$ cat config.mk
export PLATFORM = sky130hd
export DESIGN_NAME = stream_stall_fifo
export DESIGN_NICKNAME = d
export VERILOG_FILES = /design/src/rtl/stream_stall_fifo.sv
export SDC_FILE = /design/constraint.sdc
export NUM_CORES = 1
export LEC_CHECK = 0
export ABC_AREA = 1
export CAP_MARGIN = 40
export CORE_MARGIN = 1.5
export CORE_UTILIZATION = 50
export DETAILED_ROUTE_END_ITERATION = 7
export PLACE_DENSITY = 0.7
export SYNTH_ARGS = -nofsm -noshare
export SYNTH_HDL_FRONTEND = slang
export SYNTH_SLANG_ARGS = --single-unit
$ cat constraint.sdc
create_clock -name clock -period 5.8 [get_ports clock]
set_clock_uncertainty 0.2 [all_clocks]
set_input_delay 1.16 -clock clock [delete_from_list [all_inputs] [get_ports clock]]
set_output_delay 1.16 -clock clock [all_outputs]
set_load 0.02 [all_outputs]
$ cat src/rtl/stream_stall_fifo.sv
// stream_stall_fifo
//   First-word-fall-through FIFO that carries a stream between a producer that
//   obeys a registered stall and a consumer that can stall on any cycle. The
//   block also keeps an occupancy high-water mark and a sticky overflow flag.
//
// Ports
//   clock            : single clock; all state changes on its rising edge
//   reset            : synchronous, active-low; overrides flush, push and pop
//   in_data/in_valid : producer word and its qualifier
//   upstream_stall   : registered request for the producer to hold
//   out_data         : head-of-queue word (meaningful only while out_valid)
//   out_valid        : queue is non-empty
//   downstream_stall : consumer cannot take the head word this cycle
//   flush            : synchronous discard of every queued word
//   count            : current occupancy
//   max_count        : largest occupancy since reset
//   overflow         : sticky; set when a word was dropped because the queue was full
//
// Handshake
//   A word transfers out (pop) on any edge where out_valid=1 and
//   downstream_stall=0. A word transfers in (push) on any edge where in_valid=1
//   and there is room, counting the slot that a same-cycle pop frees.
//   upstream_stall is advisory: it rises once occupancy reaches ALMOST_FULL,
//   leaving DEPTH-ALMOST_FULL slots for words the producer already launched.
//   A word offered while the queue is full and not popping is dropped and
//   recorded in overflow.
module stream_stall_fifo #(
  parameter int WIDTH       = 32,
  parameter int DEPTH       = 8,
  parameter int ALMOST_FULL = 6
) (
  input  logic                       clock,
  input  logic                       reset,
  input  logic [WIDTH-1:0]           in_data,
  input  logic                       in_valid,
  output logic                       upstream_stall,
  output logic [WIDTH-1:0]           out_data,
  output logic                       out_valid,
  input  logic                       downstream_stall,
  input  logic                       flush,
  output logic [$clog2(DEPTH+1)-1:0] count,
  output logic [$clog2(DEPTH+1)-1:0] max_count,
  output logic                       overflow
);

  localparam int CW = $clog2(DEPTH+1);
  localparam int PW = $clog2(DEPTH);

  logic [WIDTH-1:0] mem [DEPTH];
  logic [PW-1:0]    wr_ptr;
  logic [PW-1:0]    rd_ptr;
  logic [CW-1:0]    count_next;
  logic             full;
  logic             pop;
  logic             push;
  logic             drop;

  assign full = (count == CW'(DEPTH));
  assign pop  = out_valid && !downstream_stall;
  // A full queue still accepts a word when the head leaves on the same edge.
  assign push = in_valid && (!full || pop);
  assign drop = in_valid && full && !pop;

  always_comb begin
    count_next = count;
    if (push && !pop) begin
      count_next = count + CW'(1);
    end else if (pop && !push) begin
      count_next = count - CW'(1);
    end
  end

  // Pointers are exactly PW bits wide and DEPTH is a power of two, so the
  // natural increment wraps DEPTH-1 back to 0.
  always_ff @(posedge clock) begin
    if (!reset) begin
      wr_ptr         <= '0;
      rd_ptr         <= '0;
      count          <= '0;
      max_count      <= '0;
      overflow       <= 1'b0;
      upstream_stall <= 1'b0;
    end else if (flush) begin
      // Flush drops the queue but keeps the history (max_count, overflow).
      wr_ptr         <= '0;
      rd_ptr         <= '0;
      count          <= '0;
      upstream_stall <= 1'b0;
    end else begin
      if (push) begin
        wr_ptr <= wr_ptr + PW'(1);
      end
      if (pop) begin
        rd_ptr <= rd_ptr + PW'(1);
      end
      count          <= count_next;
      upstream_stall <= (count_next >= CW'(ALMOST_FULL));
      if (count_next > max_count) begin
        max_count <= count_next;
      end
      if (drop) begin
        overflow <= 1'b1;
      end
    end
  end

  // Storage is not reset; out_valid masks whatever it holds.
  always_ff @(posedge clock) begin
    if (reset && !flush && push) begin
      mem[wr_ptr] <= in_data;
    end
  end

  assign out_valid = (count != '0);
  assign out_data  = mem[rd_ptr];

endmodule
* After elaboration in Yosys (flattened, before gate mapping)
Memories as Yosys holds them, arrays and structs flattened. A register that Yosys moved wholly into a read port is not among the register bits.
Index checks and enable logic that the tools add are counted.
Widths: inputs -> output; s select.
** Word-level totals
- Output and inout bits :: 43
- Flip-flop bits (word level) :: 16
- Word-level logic and storage cells :: 40
- Memories kept :: 1
- Bits in writable memories :: 256
** Operators by class
- Reductions and logical operators :: 18
- Bitwise operators :: 2
- Order comparisons :: 2
- Add/subtract/negate cells :: 4
- Equal/unequal tests :: 1
- Muxes and demuxes :: 6
** Memory list
- mem :: depth 8, bits a word 32, read ports 1, clocked after Yosys merged registers in 1, wr ports 1, RTL line 49 : logic [WIDTH-1:0] mem [DEPTH];
** Operators by type and width (number)
- $logic_and 1x1->1 :: 8
- $mux 4 :: 2
- $add 3x1->3 const B :: 2
- $mux 3 :: 2
- $logic_not 1->1 :: 5
- $add 4x1->4 const B :: 1
- $eq 4x4->1 const B :: 1
- $ge 4x3->1 const B :: 1
- $gt 4x4->1 :: 1
- $reduce_and 2->1 :: 2
- $reduce_bool 4->1 :: 1
- $sub 4x1->4 const B :: 1
- $mux 1 :: 2
- $not 1->1 :: 2
- $reduce_or 2->1 :: 1
- $logic_or 1x1->1 :: 1

* Logic depth before layout (Yosys ltp)
Gate-level depths: netlist (run 1).
- Depth in word-level cells :: 10
- Gate-level depth with buffers :: 20

* Worst setup path before layout (run 1)
Ideal clock, no wire load.
- Path kind :: input-to-reg
- Start point :: input port reset
- End point :: memory mem[6][0], enable pin
- Data arrival time :: 3903 ps
- Required time :: 5139 ps
- Slack :: 1235 ps
- Stages on the path :: 6
- Cell sequence :: inv_1 > nor2_4 > inv_1 > nor2_1 > inv_1 > nor3_1
** On the way
- Longest elaborated chain between the ends :: 4
** Ends and longest elaborated chain
- from (decl) :: RTL line 33 : input logic reset,
- $logic_and 1x1->1 (2 in a row) :: RTL line 109 : if (reset && !flush && push) begin
- $mux 1 :: RTL line 109
- $mux 1 (implied by the code) :: RTL line 110 : mem[wr_ptr] <= in_data;
- to (decl) :: RTL line 49
No other way between the ends.

==> results of run 1 <==
-- worst min-delay path, delay by kind of cell, from the launching register on --
family	cells	cell delay [ps]
buffers and inverters	1	50
DFF	1	310
AOI/OAI and AO/OA	1	60
-- power by group through the flow --
stage / logic, mW / clock network (mW) / registers, mW
detailed placement: 0.333 / 0 / 2.25
CTS: 0.335 / 1.79 / 2.21
floorplan: 0.180 / 0 / 2.26
finish: 0.332 / 1.76 / 2.21
global placement: 0.327 / 0 / 2.25
global route: 0.368 / 1.87 / 2.21
-- area by class of cell --
class / instances / share of cell area
sequential: 275 / 0.618
clock inverter: 15 / 0.00986
inverter: 31 / 0.00900
clock buffer: 36 / 0.0606
timing repair buffer: 97 / 0.0758
multi-input combinational: 521 / 0.200
tap: 280 / 0.0268
-- metrics by stage --
step,total power [mW],instances,hold WS (ps),cell area (um^2)
floorplan,2.44,877,233,11000
global placement,2.58,1200,250,12100
detailed placement,2.59,1204,252,12100
CTS,4.34,1255,263,13100
global route,4.45,1255,283,13100
finish,4.30,1255,262,13100
-- routing by layer --
metal  wire length, um  share of wire  vias to the layer above  GRT usage
li1                  -              -                     3310          -
met1             10200           0.45                     3378      0.284
met2             10700           0.47                      183      0.323
met3              1280          0.057                       34     0.0290
met4               420          0.019                        0     0.0597
met5                 0              0                        -          0
-- final timing paths --
check	from	to	slack, ps	depth (start not counted)
worst max-delay path	flip-flop	out_data[22]	960	7
worst min-delay path	rd_ptr[2]	flip-flop	260	2
worst max register to register	count[0]	mem[6][23]	2680	8
worst min register to register	rd_ptr[2]	flip-flop	260	2
-- kinds of logic (layout without fill, tap and decap cells) --
| group | count (synthesis) | count (layout) | share of synthesized area |
|---|---|---|---|
| and+or+nand+nor | 363 | 363 | 0.132 |
| DFF | 275 | 275 | 0.732 |
| AOI/OAI and AO/OA | 147 | 147 | 0.0888 |
| buffers and inverters | 81 | 179 | 0.0355 |
| adders and majority gates | 8 | 8 | 0.00908 |
| xor gates and xnor gates | 3 | 3 | 0.00238 |
-- sequential cells by signal (all words and copies together) (netlist names), named ones only --
signal	flops
upstream_stall	1
overflow	1
mem	256
rd_ptr	3
wr_ptr	3
count	4
max_count	4
-- layout by cell type (no fill, tap or decap), drive strengths merged, types with 5 or more instances in the layout --
master         count
o21ai             70
a21oi             12
o32ai             64
edfxtp           256
clkinv            10
nor2             206
buf               18
inv               31
nand2            134
clkbuf            36
nor3               5
clkdlybuf4s50     79
ha                 8
dfxtp             19
nand3             15
==> results.cfg, run 1 <==
[global_route]
antenna_found_initial = 0
overflow = 0
first_global_vias = 6641
grt_pass1_wl_mm = 35.3
grtUsageTotal = 0.200
grt_max_degree = 80

[floorplan]
fp-row-count = 54
initial_core_util = 0.507
ios = 80
core_region_area_um2 = 21800
die-height_um = 151
die_area_um2 = 22900
die_x_um = 151

[synthesis]
ys_seq_area_frac = 0.732
ys_types = 29
synth_edf_count = 256
yosysWarnings = 0
synthCells = 877
netlist_area_um2 = 11000
yosysMostFrequentCell = edfxtp_1
synth_top_cell_by_area = edfxtp_1
syn_nets = 922
synth_commonest_cells = 256 x edfxtp_1, 203 x nor2_1, 131 x nand2_1
synthArstFlopShare = 0
ys.flop_type = edfxtp_1
avgSynthCellArea_um2 = 12.6
synth_top_area_frac = 0.698
yosys-top-cells-area = edfxtp_1 70%, nor2_1 6.9%, o32ai_1 5.1%
yosys_register_bits = 275

[drt]
wl_per_cell_um = 18.0
routed_wl_mm = 22.6
routed_via_density = 5.50
antenna_left = 0
drt-initial-drc-count = 581
drc = 0
num_vias = 6905
drtPass1Iterations = 5

[worst_setup_path]
worst_ep_arrival_time_ps = 3480
crit_buf_inv = 3
worst_path_most_repeated_cell = nand2_1
crit_chain = clkinv_2 -> buf_4 -> nor2_1 -> o32ai_1 -> nand2_1 -> nand2_1 -> clkdlybuf4s50_1
crit_required_ps = 4440
start_kind = flip-flop
end_kind = output port
worstSetupPathType = flip-flop to output port
critPathMaxFanout = 53
slowest_stage = clkinv_2
critPathTopFamily = buffers and inverters
slowest_delay_ps = 730

[power]
leakagePower_nw = 4.54
ir_drop_v = 0.000272
p_sw_mw = 0.928
clockPowerShare = 0.409
p_per_area_nw_per_um2 = 329
intPower_mw = 3.38
switching_share = 0.215
p_comb_frac = 0.077
pwr-share-seq = 0.514

[clock_tree]
htreeDepth = 1
cts_resized = 0
cts_tree = built
post-cts-setup-buffers = 0
hold_buffers = 0
clk_path_buf_depth = 3
root_buffer = clkbuf_16
path_clk_slew_ps = 60
cts_made_buffers = 28
cts_sinks = 275
clk_latency_ps = 540

[sta]
final.period_utilization = 0.835
relSlewSlack = 0.459
setup_viol = 0
worst_pin_slew_ps = 811
tns_ps = 0
slew_violations = 0
worst_slack_ps = 956
period_minus_slack_ps = 4840
final-hold-violation-count = 0
fmax_mhz = 206
rsz0062_at_grt = false

[cells_and_area]
multi_input_area_um2 = 2610
seq_area_um2 = 8080
num-nets-final = 999
drive_gt1_frac = 0.0851
n_antenna_cell = 0
area_growth_pct = 18.6
final_util = 0.601
final.fill_count = 1686

[place]
place_ws_ps = 1510
gp_congestion = 0.782
dp_hpwl_mm = 12.9
portBuffers = 79

[status]
status = finished, final reports clean

[job]
cap_violations = 0

[hold_path]
min_path_type = flip-flop to flip-flop
Note: power is estimated with default switching activity, not from simulation.
==> inputs of run 2 (changes only) <==
--- a/config.mk
+++ b/config.mk
@@ -10,7 +10,7 @@
 export CORE_MARGIN = 1.5
 export CORE_UTILIZATION = 50
 export DETAILED_ROUTE_END_ITERATION = 7
-export PLACE_DENSITY = 0.7
+export PLACE_DENSITY = 0.72
 export SYNTH_ARGS = -nofsm -noshare
 export SYNTH_HDL_FRONTEND = slang
 export SYNTH_SLANG_ARGS = --single-unit
==> constraint.sdc (replaced) <==
create_clock -name clock -period 4.2 [get_ports clock]
set_clock_uncertainty 0.2 [all_clocks]
set_input_delay 0.84 -clock clock [delete_from_list [all_inputs] [get_ports clock]]
set_output_delay 0.84 -clock clock [all_outputs]
set_load 0.02 [all_outputs]
==> results.cfg, run 2 (synthesis results as in run 1) <==
[status]
status = finished, final reports clean

[global_route]
antenna_found_initial = 0
first_global_vias = 6939
grt_pass1_wl_mm = 35.1
overflow = 0
grtUsageTotal = 0.197
grt_max_degree = 129

[worst_setup_path]
start_kind = flip-flop
crit_required_ps = 3160
r2r_setup_slack_ps = 1330
worst_r2r_path_depth = 20
critPathMaxFanout = 74
worstSetupPathType = flip-flop to output port
crit_chain = buf_12 -> o21ai_0 -> o32ai_1 -> nand2_1 -> nand2_1 -> clkdlybuf4s50_1
end_kind = output port
worst_ep_arrival_time_ps = 2790
r2r_start = count[0]
reg2reg_to = max_count[1]
worst_path_most_repeated_cell = nand2_1
slowest_delay_ps = 830
slowest_stage = dfxtp_4

[sta]
slew_violations = 0
worst_pin_slew_ps = 745
final-hold-violation-count = 0
period_minus_slack_ps = 3830
worst_slack_ps = 368
fmax_mhz = 261
rsz0062_at_grt = false
whs_ps = 259
final.period_utilization = 0.912
setup_viol = 0
relSlewSlack = 0.503

[clock_tree]
path_clk_slew_ps = 60
clk_path_buf_depth = 3
cts_tree = built
hold_buffers = 0
htreeDepth = 1
post-cts-setup-buffers = 0
cts_sinks = 275
cts_resized = 0
root_buffer = clkbuf_16
clk_latency_ps = 540
cts_made_buffers = 27

[hold_path]
whs_endpoint = rd_ptr[2]
hold_depth = 2
min_path_type = flip-flop to flip-flop
worstHoldStart = rd_ptr[2]

[cells_and_area]
largest_reg_flops = 256
num-nets-final = 999
final.fill_count = 1677
area_growth_pct = 17.8
drive_gt1_frac = 0.0802
final_cell_mix = 256 x edfxtp_1, 199 x nor2_1, 131 x nand2_1
layout_commonest_cell = edfxtp_1
n_antenna_cell = 0
top_register = mem
fin_cells = 1253
design_area_um2 = 13000
top_regs = mem (256), count (4), max_count (4)

[place]
dpl_cell_area_um2 = 12100
placed_cells = 1205
gp_congestion = 0.801
dp_hpwl_mm = 12.6
portBuffers = 79
place_ws_ps = 814

[drt]
routed_wl_mm = 22.1
antenna_left = 0
wl_per_cell_um = 17.6
drt-initial-drc-count = 444
drc = 0
drtPass1Iterations = 5
num_vias = 6975
routed_via_density = 5.57

[floorplan]
die_area_um2 = 22900
die_x_um = 151
die-height_um = 151
fp-row-count = 54
core_region_area_um2 = 21800
ios = 80
initial_core_util = 0.507

[power]
p_per_area_nw_per_um2 = 449
leakagePower_nw = 4.52
ir_drop_v = 0.000373

[job]
cap_violations = 0
## run 2: cell type report
cell class	count	area, um^2	share of cell area
clock inverters	16	153	0.0118
flip-flops and latches	275	8080	0.622
well taps	280	350	0.0270
multi-input cells	521	2610	0.201
clock buffers	32	694	0.0535
repair buffers	98	983	0.0757
inverters	31	118	0.00906
## run 2: where the power goes
group,leakage (nW),internal (mW),switching [mW]
registers,2.46,3.03,0.0250
logic,1.64,0.192,0.276
clock network,0.412,1.36,0.960
## run 2: layer usage
layer  track usage  vias up  part of all wire
met1         0.259     3425              0.43
li1              -     3309                 -
met5             0        -                 0
met4        0.0675        0             0.023
met3        0.0317       44             0.055
met2         0.335      197              0.49
## run 2: worst max-delay path: cells and delay by family (launching register included)
kind / cells / cell delay [ps]
buffers and inverters: 2 / 900
DFF: 1 / 830
AOI/OAI and AO/OA: 2 / 290
and+or+nand+nor: 2 / 200
## run 2: per-stage QoR
step / utilization / total power, mW / TNS [ps]
after floorplan: - / 3.37 / -5720
after global placement: 0.558 / 3.57 / 0
after detailed placement: 0.558 / 3.57 / 0
after CTS: 0.597 / 5.88 / 0
after global routing: 0.597 / 6.03 / 0
final: 0.597 / 5.84 / 0
## run 2: worst max-delay path by stage
stage / from / to / cells after the start
2_1_floorplan: count[0] / mem[6][0] / 7
3_3_place_gp: reset / mem[3][26] / 8
3_5_place_dp: reset / mem[1][26] / 8
4_1_cts: flip-flop / out_data[20] / 6
5_1_grt: flip-flop / out_data[24] / 6
6_report: flip-flop / out_data[20] / 6
